==> src/rtl/la_capture_engine.sv <==
// Logic-analyzer capture controller: register-bus slave plus circular pre-trigger sample-memory writer.
// Optional immediate-capture mode is compiled in when LA_CAPTURE_IMMEDIATE_MODE_EN is defined.
module la_capture_engine #(
    parameter int SAMPLE_DEPTH = 1024,
    parameter int BASE_ADDR    = 0
) (
    input  logic                            clk,
    input  logic                            rst_n,
    input  logic                            trig_i,
    input  logic [15:0]                     addr_i,
    input  logic [15:0]                     wdata_i,
    input  logic [15:0]                     rdata_i,
    input  logic                            rw_i,
    input  logic                            valid_i,
    output logic [15:0]                     addr_o,
    output logic [15:0]                     wdata_o,
    output logic [15:0]                     rdata_o,
    output logic                            rw_o,
    output logic                            valid_o,
    output logic [$clog2(SAMPLE_DEPTH)-1:0] bram_addr_o,
    output logic                            bram_we_o
);
    localparam int AW = $clog2(SAMPLE_DEPTH);
    localparam logic [AW-1:0] LOC_MAX = AW'(SAMPLE_DEPTH - 1);

    typedef enum logic [2:0] {
        S_IDLE     = 3'd0,
        S_MOVE     = 3'd1,
        S_IN_POS   = 3'd2,
        S_CAPTURE  = 3'd3,
        S_CAPTURED = 3'd4
    } state_e;

    state_e          state_q, state_d;
    logic [AW-1:0]   wp_q, wp_d, rp_q, rp_d, wp_inc_s;
    logic [AW-1:0]   loc_q, loc_sat_s;
    logic            start_q, start_prev_q, stop_q, stop_prev_q;
    logic            start_evt_s, stop_evt_s, cfg_open_s, immediate_s;
    logic [15:0]     off_s, rd_data_s;
    logic            in_range_s, wr_s, rd_s;

    assign off_s       = addr_i - 16'(BASE_ADDR);
    assign in_range_s  = (addr_i >= 16'(BASE_ADDR)) && (off_s < 16'd7);
    assign wr_s        = valid_i && rw_i && in_range_s;
    assign rd_s        = valid_i && !rw_i && in_range_s;
    assign start_evt_s = start_q && !start_prev_q;
    assign stop_evt_s  = stop_q && !stop_prev_q;
    assign cfg_open_s  = (state_q == S_IDLE) || (state_q == S_CAPTURED);
    assign wp_inc_s    = wp_q + AW'(1);

`ifdef LA_CAPTURE_IMMEDIATE_MODE_EN
    logic mode_q;

    // Trigger-mode register, only writable while no capture is in flight
    always_ff @(posedge clk or negedge rst_n) begin
        if (!rst_n) begin
            mode_q <= 1'b0;
        end else if (wr_s && (off_s[2:0] == 3'd1) && cfg_open_s) begin
            mode_q <= wdata_i[0];
        end
    end
    assign immediate_s = mode_q;
`else
    assign immediate_s = 1'b0;
`endif

    // Saturate requested trigger position to the last buffer slot
    always_comb begin
        if ({1'b0, wdata_i} >= 17'(SAMPLE_DEPTH)) begin
            loc_sat_s = LOC_MAX;
        end else begin
            loc_sat_s = wdata_i[AW-1:0];
        end
    end

    // Register readback mux
    always_comb begin
        rd_data_s = 16'd0;
        case (off_s[2:0])
            3'd0:    rd_data_s = 16'(state_q);
            3'd1:    rd_data_s = 16'(immediate_s);
            3'd2:    rd_data_s = 16'(loc_q);
            3'd3:    rd_data_s = 16'(start_q);
            3'd4:    rd_data_s = 16'(stop_q);
            3'd5:    rd_data_s = 16'(rp_q);
            3'd6:    rd_data_s = 16'(wp_q);
            default: rd_data_s = 16'd0;
        endcase
    end

    // Bus forwarding, register writes and start/stop edge history
    always_ff @(posedge clk or negedge rst_n) begin
        if (!rst_n) begin
            addr_o       <= 16'd0;
            wdata_o      <= 16'd0;
            rdata_o      <= 16'd0;
            rw_o         <= 1'b0;
            valid_o      <= 1'b0;
            loc_q        <= {AW{1'b0}};
            start_q      <= 1'b0;
            stop_q       <= 1'b0;
            start_prev_q <= 1'b0;
            stop_prev_q  <= 1'b0;
        end else begin
            addr_o       <= addr_i;
            wdata_o      <= wdata_i;
            rw_o         <= rw_i;
            valid_o      <= valid_i;
            rdata_o      <= rd_s ? rd_data_s : rdata_i;
            start_prev_q <= start_q;
            stop_prev_q  <= stop_q;
            if (wr_s) begin
                case (off_s[2:0])
                    3'd2:    if (cfg_open_s) loc_q <= loc_sat_s;
                    3'd3:    start_q <= |wdata_i;
                    3'd4:    stop_q  <= |wdata_i;
                    default: ;
                endcase
            end
        end
    end

    // FSM state and pointer registers
    always_ff @(posedge clk or negedge rst_n) begin
        if (!rst_n) begin
            state_q <= S_IDLE;
            wp_q    <= {AW{1'b0}};
            rp_q    <= {AW{1'b0}};
        end else begin
            state_q <= state_d;
            wp_q    <= wp_d;
            rp_q    <= rp_d;
        end
    end

    // Next state; the trigger write pins read_pointer so the trigger lands at read_pointer + trigger_loc
    always_comb begin
        state_d = state_q;
        wp_d    = wp_q;
        rp_d    = rp_q;
        if (stop_evt_s) begin
            state_d = S_IDLE;
        end else begin
            case (state_q)
                S_IDLE, S_CAPTURED: begin
                    if (start_evt_s) begin
                        wp_d    = {AW{1'b0}};
                        rp_d    = {AW{1'b0}};
                        state_d = (loc_q == {AW{1'b0}}) ? S_IN_POS : S_MOVE;
                    end else begin
                        state_d = state_q;
                    end
                end
                S_MOVE: begin
                    wp_d    = wp_inc_s;
                    state_d = (wp_inc_s == loc_q) ? S_IN_POS : S_MOVE;
                end
                S_IN_POS: begin
                    wp_d = wp_inc_s;
                    if (trig_i || immediate_s) begin
                        rp_d    = wp_q - loc_q;
                        state_d = (loc_q == LOC_MAX) ? S_CAPTURED : S_CAPTURE;
                    end else begin
                        rp_d    = wp_inc_s - loc_q;
                        state_d = S_IN_POS;
                    end
                end
                S_CAPTURE: begin
                    wp_d    = wp_inc_s;
                    state_d = (wp_q == rp_q - AW'(1)) ? S_CAPTURED : S_CAPTURE;
                end
                default: state_d = S_IDLE;
            endcase
        end
    end

    // Sample-memory strobes decoded from registered state only
    always_comb begin
        bram_addr_o = wp_q;
        case (state_q)
            S_MOVE, S_IN_POS, S_CAPTURE: bram_we_o = 1'b1;
            default:                     bram_we_o = 1'b0;
        endcase
    end

endmodule

==> config.mk <==
export PLATFORM = sky130hd
export DESIGN_NAME = la_capture_engine
export DESIGN_NICKNAME = d
export VERILOG_FILES = /design/src/rtl/la_capture_engine.sv
export SDC_FILE = /design/constraint.sdc
export NUM_CORES = 1
export LEC_CHECK = 0
export BUFFER_PORTS_ARGS = -buffer_cell sky130_fd_sc_hd__buf_4
export CAP_MARGIN = 5
export CORE_ASPECT_RATIO = 1.4
export CORE_MARGIN = 2
export CORE_UTILIZATION = 54
export CTS_CLUSTER_SIZE = 24
export DETAILED_ROUTE_END_ITERATION = 8
export PLACE_DENSITY = 0.81
export SLEW_MARGIN = 40
export SYNTH_ARGS = -nofsm -noshare
export SYNTH_HDL_FRONTEND = slang
export SYNTH_SLANG_ARGS = --single-unit
==> constraint.sdc <==
create_clock -name clk -period 3.4 [get_ports clk]
set_input_delay 0.68 -clock clk [delete_from_list [all_inputs] [get_ports clk]]
set_output_delay 0.68 -clock clk [all_outputs]
set_load 0.005 [all_outputs]
==> flow_summary.json <==
{
  "hold_class": "in -> async",
  "ir_worst_vdd_mv": 0.277,
  "die_area_um2": 9380,
  "numCtsBuffers": 9,
  "synthSimpleGateAreaFrac_pct": 19.5,
  "cts-hold-fix-buffers": 0,
  "synth_fa_ha_area_share_pct": 6.24,
  "syn_to_final_growth_pct": 26.3,
  "grt_max_degree": 88,
  "min_period_over_period_pct": 83.3,
  "synth_warnings": 0,
  "gr-total-overflow": 0,
  "antenna_cells": 0,
  "rows": 40,
  "crit_chain": "ha_1 -> nand2_1 -> nor2_1 -> nand3_1 -> xnor2_1 -> ha_1 -> nand4_1 -> nor2_1 -> o31ai_1 -> and4_1 -> o21ai_0 -> o211ai_1",
  "drv_cap": 0,
  "grt_usage_pct": 28.0,
  "synth_seq_cells": 87,
  "final_cell_mix": "115 x buf_4, 87 x dfrtp_1, 49 x nor2_1, 43 x nand2_1, 41 x o21ai_0",
  "fin_nets": 670,
  "synth_compound_area_share_pct": 16.9,
  "postCtsSetupRepairBufs": 0,
  "vias": 4154,
  "syn_inst": 489,
  "final_core_util_pct": 69.4,
  "p_total_mw": 2.26,
  "clk_latency_ns": 0.34,
  "synth_cell_types": 57,
  "muxShareOfSynthArea_pct": 1.35,
  "p_leak_nw": 2.70,
  "startpoint_type": "flip-flop",
  "grt_pass1_wl_mm": 19.9,
  "power.density_nw_per_um2": 385,
  "ys.flop_type": "dfrtp_1",
  "grt_busiest_layer": "met2",
  "min_period_ns": 2.83,
  "drt-total-wl_mm": 12.5,
  "synth-edff-count": 0,
  "portBuffers": 113,
  "die_y_um": 114,
  "avgSynthCellArea_um2": 9.51,
  "cts.sinks": 87,
  "fmax_mhz": 353,
  "skew_ns": 0.00889,
  "die_x_um": 82.4,
  "async_flop_share_pct": 100,
  "ys_seq_area_share_pct": 46.8,
  "end_kind": "flip-flop",
  "relSlewSlack_pct": 43.8,
  "drtIter0Drc": 292,
  "final_common_cell": "buf_4",
  "htreeDepth": 3,
  "cp.arrival_ns": 3.05,
  "final_cell_area_um2": 5870,
  "hold_violations": 0,
  "ff2ff_path_depth": 12,
  "syn_area_um2": 4650,
  "gp_congestion": 0.942,
  "setup_tns_ns": 0,
  "antenna_found_initial": 0,
  "met1_usage_pct": 30.9,
  "slowest_delay_ns": 0.54,
  "core_um2": 8460,
  "synth_xor_area_share_pct": 5.84,
  "clock_path_buffers": 2,
  "synth_top_family_by_area": "simple AND/OR/NAND/NOR gates",
  "worst_pin_slew_ns": 0.842,
  "cts_tree": "built",
  "placed_cell_area_um2": 5570,
  "slew_viol_final": 0,
  "crit_type": "reg -> reg",
  "drc": 0,
  "cp_slowest_cell": "dfrtp_1",
  "cts_resized": 0,
  "drive_gt1_share_pct": 23.5,
  "dr.pass1.iters": 6,
  "routedWlPerCell_um": 17.7,
  "finalSetupViolations": 0,
  "initial_core_util_pct": 55.0,
  "via_per_inst": 5.89,
  "path_clk_slew_ns": 0.07,
  "ant_nets": 0,
  "cts_root_buffer": "clkbuf_16",
  "crit_fanout": 8,
  "rsz0062_at_grt": "false",
  "status": "completed",
  "grt_pass1_vias": 4167,
  "gr-usage-met2_pct": 48.2,
  "grt_use_met3_pct": 6.96,
  "synth_nets": 564,
  "hpwl_mm": 9.51,
  "critPathRequiredTime_ns": 3.62,
  "ios": 114
}
## area by class of cell
class                      instances  area (um^2)
clock buffer                       9          225
timing repair buffer             116          877
inverter                          17         63.8
clock inverter                     7         76.3
multi-input combinational        364         2320
tap                              105          131
fill                             645         2580
sequential                        87         2180
## flip-flops by register name (all words and copies together), names as in the netlist, 3 cells and up
signal / cells
bram_addr_o: 10
wdata_o: 16
rp_q: 10
loc_q: 10
state_q: 3
rdata_o: 16
addr_o: 16
## final timing paths
path	from	end	slack, ns
setup / recovery	bram_addr_o[1]	rp_q[9]	0.57
setup reg to reg	bram_addr_o[1]	rp_q[9]	0.57
max in group asynchronous	rst_n	rp_q[8]	2.57
min in group clk	start_q	start_prev_q	0.43
hold reg to reg	start_q	start_prev_q	0.43
hold / removal	rst_n	wdata_o[13]	0.38
## metal layers
| metal | wire, um | vias to the layer above | part of all wire [%] |
|---|---|---|---|
| li1 | - | 1958 | - |
| met1 | 4590 | 1944 | 37 |
| met2 | 6270 | 202 | 50 |
| met3 | 1060 | 50 | 8.5 |
| met4 | 584 | 0 | 4.7 |
| met5 | 0 | - | 0 |
## power by group
part           switching (mW)  total [mW]  internal (mW)
Combinational          0.0953       0.202          0.107
Sequential             0.0142        1.08           1.07
Clock                   0.458       0.979          0.521
## per-stage QoR
| stage | hold slack, ns | setup slack [ns] | std cells |
|---|---|---|---|
| floorplan | 0.384 | 0.962 | 489 |
| global route | 0.433 | 0.357 | 705 |
| global placement | 0.413 | 0.640 | 689 |
| finish | 0.382 | 0.567 | 705 |
| detailed placement | 0.413 | 0.592 | 689 |
| CTS | 0.429 | 0.577 | 705 |
## worst max-delay path: cells and delay by family (launching register included)
family,cells,cell delay (ns)
adders and majority gates,2,0.71
DFF,1,0.54
and+or+nand+nor,6,0.92
xor gates and xnor gates,1,0.17
AOI/OAI and AO/OA,3,0.37
## Yosys cell counts (all sizes together), types with 9 or more instances
cell type  count  area (um^2)
nand3         11         55.1
dfrtp         87         2180
xor2          11         96.3
xnor2         20          175
nand2b        11         68.8
a21oi         29          145
clkbuf        14         52.6
nor2          49          184
ha            20          250
nand2         43          161
nor3          15         75.1
o21ai         44          220
inv           17         63.8
a22o          11         97.6
nor2b          9         56.3
## kinds of logic after synthesis
group | Yosys count
XOR/XNOR | 31
AO/OA/AOI/OAI | 124
AND/OR/NAND/NOR | 181
flip-flops | 87
multiplexers | 6
buffers and inverters | 38
adder cells (fa/ha/maj) | 22
Note: power is estimated with default switching activity, not from simulation.
